## src/rtl/serial_sub32.sv

```systemverilog
// serial_sub32 -- bit-serial-by-nibble subtractor.
// Computes a - b as a + ~b + 1, one 4-bit carry-lookahead group per clock,
// carrying between groups through a register.
//
// Ports:
//   clk     rising-edge clock
//   rst_n   asynchronous active-low reset
//   start   begin one subtraction (accepted in IDLE or DONE)
//   a, b    minuend / subtrahend, captured on the accepting edge
//   busy    high while groups are being processed
//   done    one-cycle pulse, results valid
//   diff    a - b mod 2^WIDTH (changes only on the final-group edge)
//   borrow  unsigned borrow (a < b)
//   ovf     signed overflow of a - b
//   zero    diff == 0

// 4-bit carry-lookahead slice: per-bit propagate/generate, group carry-out.
module serial_sub32_cla4 (
    input  logic [3:0] x,
    input  logic [3:0] y,
    input  logic       cin,
    output logic [3:0] s,
    output logic       cout
);
    logic [3:0] p, g, c;

    assign p = x ^ y;
    assign g = x & y;

    assign c[0] = cin;
    assign c[1] = g[0] | (p[0] & cin);
    assign c[2] = g[1] | (p[1] & g[0]) | (p[1] & p[0] & cin);
    assign c[3] = g[2] | (p[2] & g[1]) | (p[2] & p[1] & g[0])
                | (p[2] & p[1] & p[0] & cin);
    assign cout = g[3] | (p[3] & g[2]) | (p[3] & p[2] & g[1])
                | (p[3] & p[2] & p[1] & g[0])
                | (p[3] & p[2] & p[1] & p[0] & cin);
    assign s = p ^ c;
endmodule

module serial_sub32 #(
    parameter int WIDTH = 32
) (
    input  logic             clk,
    input  logic             rst_n,
    input  logic             start,
    input  logic [WIDTH-1:0] a,
    input  logic [WIDTH-1:0] b,
    output logic             busy,
    output logic             done,
    output logic [WIDTH-1:0] diff,
    output logic             borrow,
    output logic             ovf,
    output logic             zero
);
    localparam int GROUPS = WIDTH / 4;
    localparam int CW     = $clog2(GROUPS);

    typedef enum logic [1:0] {IDLE, RUN, DONE} state_t;

    state_t           state, state_nxt;
    logic [WIDTH-1:0] op_a, op_nb;      // op_nb holds ~b
    logic [WIDTH-1:0] work, work_nxt;   // partial result, filled group by group
    logic             carry;
    logic [CW-1:0]    cnt;
    logic [CW+1:0]    base;             // bit offset of current group
    logic [3:0]       grp_sum;
    logic             grp_cout;
    logic             last_grp;
    logic             accept;

    assign base     = {cnt, 2'b00};
    assign last_grp = (cnt == CW'(GROUPS - 1));
    assign busy     = (state == RUN);
    assign done     = (state == DONE);

    serial_sub32_cla4 u_cla (
        .x    (op_a[base +: 4]),
        .y    (op_nb[base +: 4]),
        .cin  (carry),
        .s    (grp_sum),
        .cout (grp_cout)
    );

    always_comb begin
        work_nxt             = work;
        work_nxt[base +: 4]  = grp_sum;
    end

    always_comb begin
        state_nxt = state;
        accept    = 1'b0;
        case (state)
            IDLE: if (start) begin
                accept    = 1'b1;
                state_nxt = RUN;
            end
            RUN:  if (last_grp) state_nxt = DONE;
            // back-to-back start skips IDLE
            DONE: begin
                accept    = start;
                state_nxt = start ? RUN : IDLE;
            end
            default: state_nxt = IDLE;
        endcase
    end

    always_ff @(posedge clk or negedge rst_n) begin
        if (!rst_n) state <= IDLE;
        else        state <= state_nxt;
    end

    always_ff @(posedge clk or negedge rst_n) begin
        if (!rst_n) begin
            op_a   <= '0;
            op_nb  <= '0;
            work   <= '0;
            carry  <= 1'b0;
            cnt    <= '0;
            diff   <= '0;
            borrow <= 1'b0;
            ovf    <= 1'b0;
            zero   <= 1'b0;
        end else if (accept) begin
            op_a  <= a;
            op_nb <= ~b;
            carry <= 1'b1;   // the +1 of two's-complement negation
            cnt   <= '0;
        end else if (state == RUN) begin
            work  <= work_nxt;
            carry <= grp_cout;
            cnt   <= cnt + 1'b1;
            if (last_grp) begin
                diff   <= work_nxt;
                borrow <= ~grp_cout;
                // signs of a and b differ <=> a[msb] == ~b[msb]
                ovf    <= (op_a[WIDTH-1] == op_nb[WIDTH-1]) &&
                          (work_nxt[WIDTH-1] != op_a[WIDTH-1]);
                zero   <= (work_nxt == '0);
            end
        end
    end
endmodule

```

## config.mk

```make
export PLATFORM = sky130hd
export DESIGN_NAME = serial_sub32
export DESIGN_NICKNAME = d
export VERILOG_FILES = /design/src/rtl/serial_sub32.sv
export SDC_FILE = /design/constraint.sdc
export NUM_CORES = 1
export LEC_CHECK = 0
export ABC_CLOCK_PERIOD_IN_PS = 9700
export CORE_MARGIN = 5
export CORE_UTILIZATION = 40
export CTS_CLUSTER_SIZE = 20
export DETAILED_ROUTE_END_ITERATION = 10
export PLACE_DENSITY = 0.67
export SLEW_MARGIN = 20
export SYNTH_ARGS = -nofsm -noshare
export SYNTH_HDL_FRONTEND = slang
export SYNTH_SLANG_ARGS = --single-unit
export TNS_END_PERCENT = 50
```

## constraint.sdc

```tcl
create_clock -name clk -period 9.7 [get_ports clk]
set_input_delay 1.455 -clock clk [delete_from_list [all_inputs] [get_ports clk]]
set_output_delay 1.455 -clock clk [all_outputs]
set_load 0.02 [all_outputs]
```

==> results of run 1 <==
[cells in the mapped netlist (all sizes together), types with 3 or more instances]
library cell	count	area share [%]
nand3	4	0.31
nor2	26	1.5
nor2b	5	0.49
o21ai	91	7.1
clkbuf	29	1.7
buf	15	1.3
o41ai	4	0.55
a21oi	19	1.5
a2bb2oi	3	0.41
mux2	6	1.1
mux2i	8	1.2
mux4	16	5.6
nand2b	3	0.29
inv	4	0.23
nand4	3	0.29
dfrtp	137	53
o311ai	3	0.95
ha	12	2.3
o31ai	4	0.47
or2	5	0.49
nand2	221	13
nor3	10	0.78
[power groups by stage]
stage / Sequential [mW] / Combinational (mW) / Clock, mW
detailed placement: 1.04 / 1.54 / 0
floorplan: 1.01 / 1.02 / 0
finish: 1.03 / 1.55 / 0.705
global placement: 1.02 / 1.50 / 0
CTS: 1.03 / 1.55 / 0.717
global route: 1.06 / 1.71 / 0.744
[cell families (layout without fill, tap and decap cells)]
kind of cell | after synthesis | after routing | synth area share, %
compound gates | 143 | 143 | 13.5
mux | 30 | 30 | 7.91
flops | 137 | 137 | 53.4
buf+inv | 50 | 148 | 3.35
xor+xnor | 3 | 3 | 0.409
simple gates | 290 | 290 | 18.8
fa+ha+maj | 13 | 13 | 2.65
[flip-flops by register name, indices dropped and copies added (netlist names)]
name    count
borrow      1
carry       1
cnt         3
diff       32
op_a       32
op_nb      32
ovf         1
state       2
work       32
zero        1
[cell type report]
cell class,count,share of cell area [%]
Sequential cell,137,41.6
Multi-Input combinational cell,479,33.8
Timing Repair Buffer,112,13.3
Clock buffer,22,5.75
Tap cell,216,3.28
Clock inverter,8,2.03
Inverter,6,0.273
[worst max path at each step]
| stage | to | slack, ns | cells past startpoint |
|---|---|---|---|
| after floorplan | zero | 5.76 | 14 |
| after global placement | zero | 5.46 | 11 |
| after detailed placement | zero | 5.28 | 11 |
| after CTS | zero | 5.27 | 11 |
| after global routing | zero | 5.01 | 11 |
| final | zero | 5.33 | 11 |
[tightest hold or removal path, delay by kind of cell (launching register included)]
| kind | cells | cell delay, ns |
|---|---|---|
| simple gates | 1 | 0.05 |
| flops | 1 | 0.34 |
| compound gates | 1 | 0.06 |
[metal layers]
metal	up-vias	share of wire [%]
li1	2454	-
met1	2409	43
met2	178	49
met3	17	6.5
met4	0	1.2
met5	-	0
[stage by stage]
step | cells | hold WS, ns
6_report | 980 | 0.475
5_1_grt | 980 | 0.497
4_1_cts | 980 | 0.477
3_5_place_dp | 950 | 0.463
3_3_place_gp | 950 | 0.453
2_1_floorplan | 666 | 0.440
[cells in the final DEF (no fill, tap or decap), types with 5 or more instances in the layout]
cell type	instances
nor3_1	10
mux4_2	16
clkbuf_16	17
mux2i_1	8
a21oi_1	19
nand2_1	220
dfrtp_1	136
ha_1	12
clkdlybuf4s50_1	102
nor2_1	26
o21ai_0	91
buf_4	9
bufinv_16	5
mux2_2	6
==> impl_metrics.yaml, run 1 <==
status:
  status: "completed"
min_path:
  hold_path.class: "reg -> reg"
  hold_end: "diff[30]"
  hp-start: "diff[30]"
  whs_path_depth: 2
place:
  hpwl_um: 11400
  placed_cell_area_um2: 7610
  finalWeightedCongestion: 0.869
  pre_cts_ws_ns: 5.28
  portBuffers: 103
cts:
  cts_resized: 0
  cts.path.max_buffers: 2
  cts_hold_buf: 0
  htree_levels: 4
  cts_made_buffers: 17
  cts_root_buf: "clkbuf_16"
  clkTransAtPathRegs_ns: 0.05
  cts_tree: "built"
  cts_sinks: 137
  clk_latency_ns: 0.42
  cts_setup_buffers: 0
routing:
  drt_wl_total_um: 16000
  vias: 5058
  drt_iter0_markers: 327
  drtPass1Iterations: 5
  ant_nets: 0
  vias_per_cell: 5.16
  post_drt_wl_per_cell_um: 16.4
  drc: 0
sta:
  final.setup.worst_slack_ns: 5.33
  finClkSkew_ns: 0.00657
  period_share_pct: 45.1
  finalSetupViolations: 0
  fin_tns_setup_ns: 0
  fin_crit_ns: 4.37
  worst-slew-pin-transition_ns: 0.924
  max_slew_margin_pct: 37.9
  final_max_slew_viol_count: 0
  finalHoldViolations: 0
  fmax_mhz: 229
  grt_setup_unrepaired: "no"
power_and_ir_drop:
  p_leak_nw: 3.73
  p_sw_mw: 1.35
  p_clk_share_pct: 21.5
  p_sw_share_pct: 41.3
  ir_worst_vdd_uv: 260
  combPwrFrac_pct: 47.2
  seq_power_share_pct: 31.3
  power.internal_mw: 1.92
  p_per_area_nw_per_um2: 397
  total_power_mw: 3.28
die:
  initial_utilization_pct: 40.6
  core_area_um2: 15800
  die_area_um2: 18700
  io_pins: 104
  die_h_um: 137
  die_w_um: 137
  rows: 46
setup_path:
  slowest_delay_ns: 0.87
  crit_top_cell: "nand2_1"
  startpoint: "cnt[0]"
  arrival_ns: 4.72
  crit_fanout: 30
  crit_chain: "mux4_2 > nand2_1 > nand2_1 > fa_1 > xnor2_1 > nor3_1 > a21oi_1 > nand4_1 > or4_4 > nor4b_2 > a32o_1"
  cp_top_family: "simple AND/OR/NAND/NOR gates"
  critPathLaunchType: "flip-flop"
  ff2ff_path_depth: 11
  critPathCaptureType: "flip-flop"
  r2r_setup_slack_ns: 5.33
  critPathBufInv: 0
  cp_slowest_cell: "dfrtp_2"
  crit_required_ns: 10.05
  regToRegStartpoint: "cnt[0]"
  critical_path_class: "reg -> reg"
  r2r-end: "zero"
global_routing:
  met1_usage_pct: 23.6
  antenna_found_initial: 0
  met3_usage_pct: 4.82
  grt_max_degree: 73
  gr-usage-all-layers_pct: 18.3
  busiest_layer: "met2"
  grt_first_pass_wirelength_um: 26500
  grt_pass1_vias: 5135
  grtUsageMet2_pct: 30.4
  overflow: 0
cells_and_area:
  final_layout_size_suffix_gt1_share_pct: 9.82
  filler_cell_count: 1432
  multi_input_area_um2: 2790
  ff_latch_area_um2: 3430
  nNetsFinal: 833
  diodes: 0
  postLayoutCellArea_um2: 8250
  fin_util_pct: 52.1
  area_growth_syn_to_layout_pct: 28.4
synthesis:
  synth_ff_type: "dfrtp_1"
  synthCells: 666
  syn_nets: 746
  synth_area_um2: 6420
  yosysSeqAreaShare_pct: 53.4
  synth-edff-count: 0
  synth_seq_cells: 137
  yosysWarnings: 0
  synth-async-reset-ratio_pct: 100
  avgSynthCellArea_um2: 9.65
  synth.distinct_cells: 58
job:
  maxCapViolations: 0
Note: power is estimated with default switching activity, not from simulation.
==> run 2: changes to the inputs <==
ABC_CLOCK_PERIOD_IN_PS = 4300   (was 9700)
clock period = 4.3 ns   (was 9.7 ns; I/O delays follow)
==> run 2 against run 1 <==
Against the previous run:
- highest routed layer unchanged
- fmax up 17%
- non-clock buffer count up 6
- via count up 1.1%
==> impl_metrics.yaml, run 2 (same netlist as run 1, synthesis figures left out) <==
status:
  status: "completed"
cells_and_area:
  filler_cell_count: 1405
  stdcell_count: 988
  diodes: 0
  area_growth_syn_to_layout_pct: 28.1
  final_cell_mix: "nand2_1 (220), dfrtp_1 (136), clkdlybuf4s50_1 (102)"
  nNetsFinal: 839
  final_layout_size_suffix_gt1_share_pct: 10.5
  mostFrequentLayoutCell: "nand2_1"
  fin_util_pct: 52.0
  postLayoutCellArea_um2: 8230
die:
  core_area_um2: 15800
  rows: 46
  io_pins: 104
  initial_utilization_pct: 40.6
  die_area_um2: 18700
  die_h_um: 137
  die_w_um: 137
min_path:
  hold_path.class: "in -> async"
sta:
  worst-slew-pin-transition_ns: 0.994
  grt_setup_unrepaired: "no"
  finClkSkew_ns: 0.00911
  hold_ws_ns: 0.350
  final_max_slew_viol_count: 0
  period_share_pct: 87.1
  fin_tns_setup_ns: 0
  max_slew_margin_pct: 33.8
  final.setup.worst_slack_ns: 0.556
  fmax_mhz: 267
  fin_crit_ns: 3.74
  finalSetupViolations: 0
  finalHoldViolations: 0
power_and_ir_drop:
  p_leak_nw: 3.72
  total_power_mw: 7.24
  ir_worst_vdd_uv: 565
  p_per_area_nw_per_um2: 880
routing:
  drt_wl_total_um: 15800
  drc: 0
  ant_nets: 0
  vias_per_cell: 5.18
  vias: 5113
  post_drt_wl_per_cell_um: 16.0
  drtPass1Iterations: 5
  drt_iter0_markers: 464
cts:
  cts_hold_buf: 0
  cts_setup_buffers: 0
  cts.path.max_buffers: 2
  cts_resized: 0
  cts_sinks: 137
  clkTransAtPathRegs_ns: 0.06
  cts_root_buf: "clkbuf_16"
  cts_made_buffers: 17
  clk_latency_ns: 0.42
  htree_levels: 4
  cts_tree: "built"
setup_path:
  crit_fanout: 16
  slowest_delay_ns: 0.71
  cp_slowest_cell: "dfrtp_2"
  arrival_ns: 4.10
  critPathLaunchType: "flip-flop"
  crit_top_cell: "nand2_1"
  crit_chain: "mux4_2 > nand2_1 > nand2_1 > fa_1 > nand2_1 > nor3_1 > a22oi_1 > nand3_1 > or4_4 > nor4b_2 > a32o_1"
  critPathCaptureType: "flip-flop"
  crit_required_ns: 4.66
  critical_path_class: "reg -> reg"
global_routing:
  grt_pass1_vias: 5202
  grt_first_pass_wirelength_um: 26100
  gr-usage-all-layers_pct: 17.9
  antenna_found_initial: 0
  grt_max_degree: 112
  overflow: 0
place:
  placed_cells: 956
  placed_cell_area_um2: 7650
  pre_cts_ws_ns: 0.558
  portBuffers: 103
  finalWeightedCongestion: 0.871
  hpwl_um: 11300
job:
  maxCapViolations: 0
==> run 2: per-layer routing <==
metal	vias up	part of all wire (%)	track usage, %
li1	2468	-	-
met1	2446	45	24.2
met2	169	47	28.5
met3	30	6.0	4.49
met4	0	1.8	5.77
met5	-	0	0
==> run 2: final cells by class <==
cell class              count  area, um2  share of cell area (%)
clock buffers              26        509                    6.19
clock inverters             6       62.6                   0.760
inverters                   6       22.5                   0.274
multi-input cells         479       2790                    33.9
flip-flops and latches    137       3430                    41.7
well taps                 216        270                    3.29
repair buffers            118       1150                    13.9
==> run 2: worst max-delay path: cells and delay by family, from the launching register on <==
kind	cells	cell delay (ns)
AO/OA/AOI/OAI	2	0.47
adder cells (fa/ha/maj)	1	0.64
flip-flops	1	0.71
multiplexers	1	0.56
AND/OR/NAND/NOR	7	1.30
==> run 2: worst paths after layout <==
path	from	to	slack [ns]	depth (start not counted)
min in group clk	op_a[6]	op_a[6]	0.47	2
worst max register to register	cnt[0]	zero	0.56	11
worst min-delay path	rst_n	work[16]	0.35	1
max in group asynchronous	rst_n	op_nb[15]	3.09	2
worst max-delay path	cnt[0]	zero	0.56	11
worst min register to register	op_a[6]	op_a[6]	0.47	2
==> run 2: where the power goes <==
group          total [mW]  switching, mW  internal, mW
registers            2.27          0.409          1.86
clock network        1.40          0.529         0.870
logic                3.58           2.10          1.48
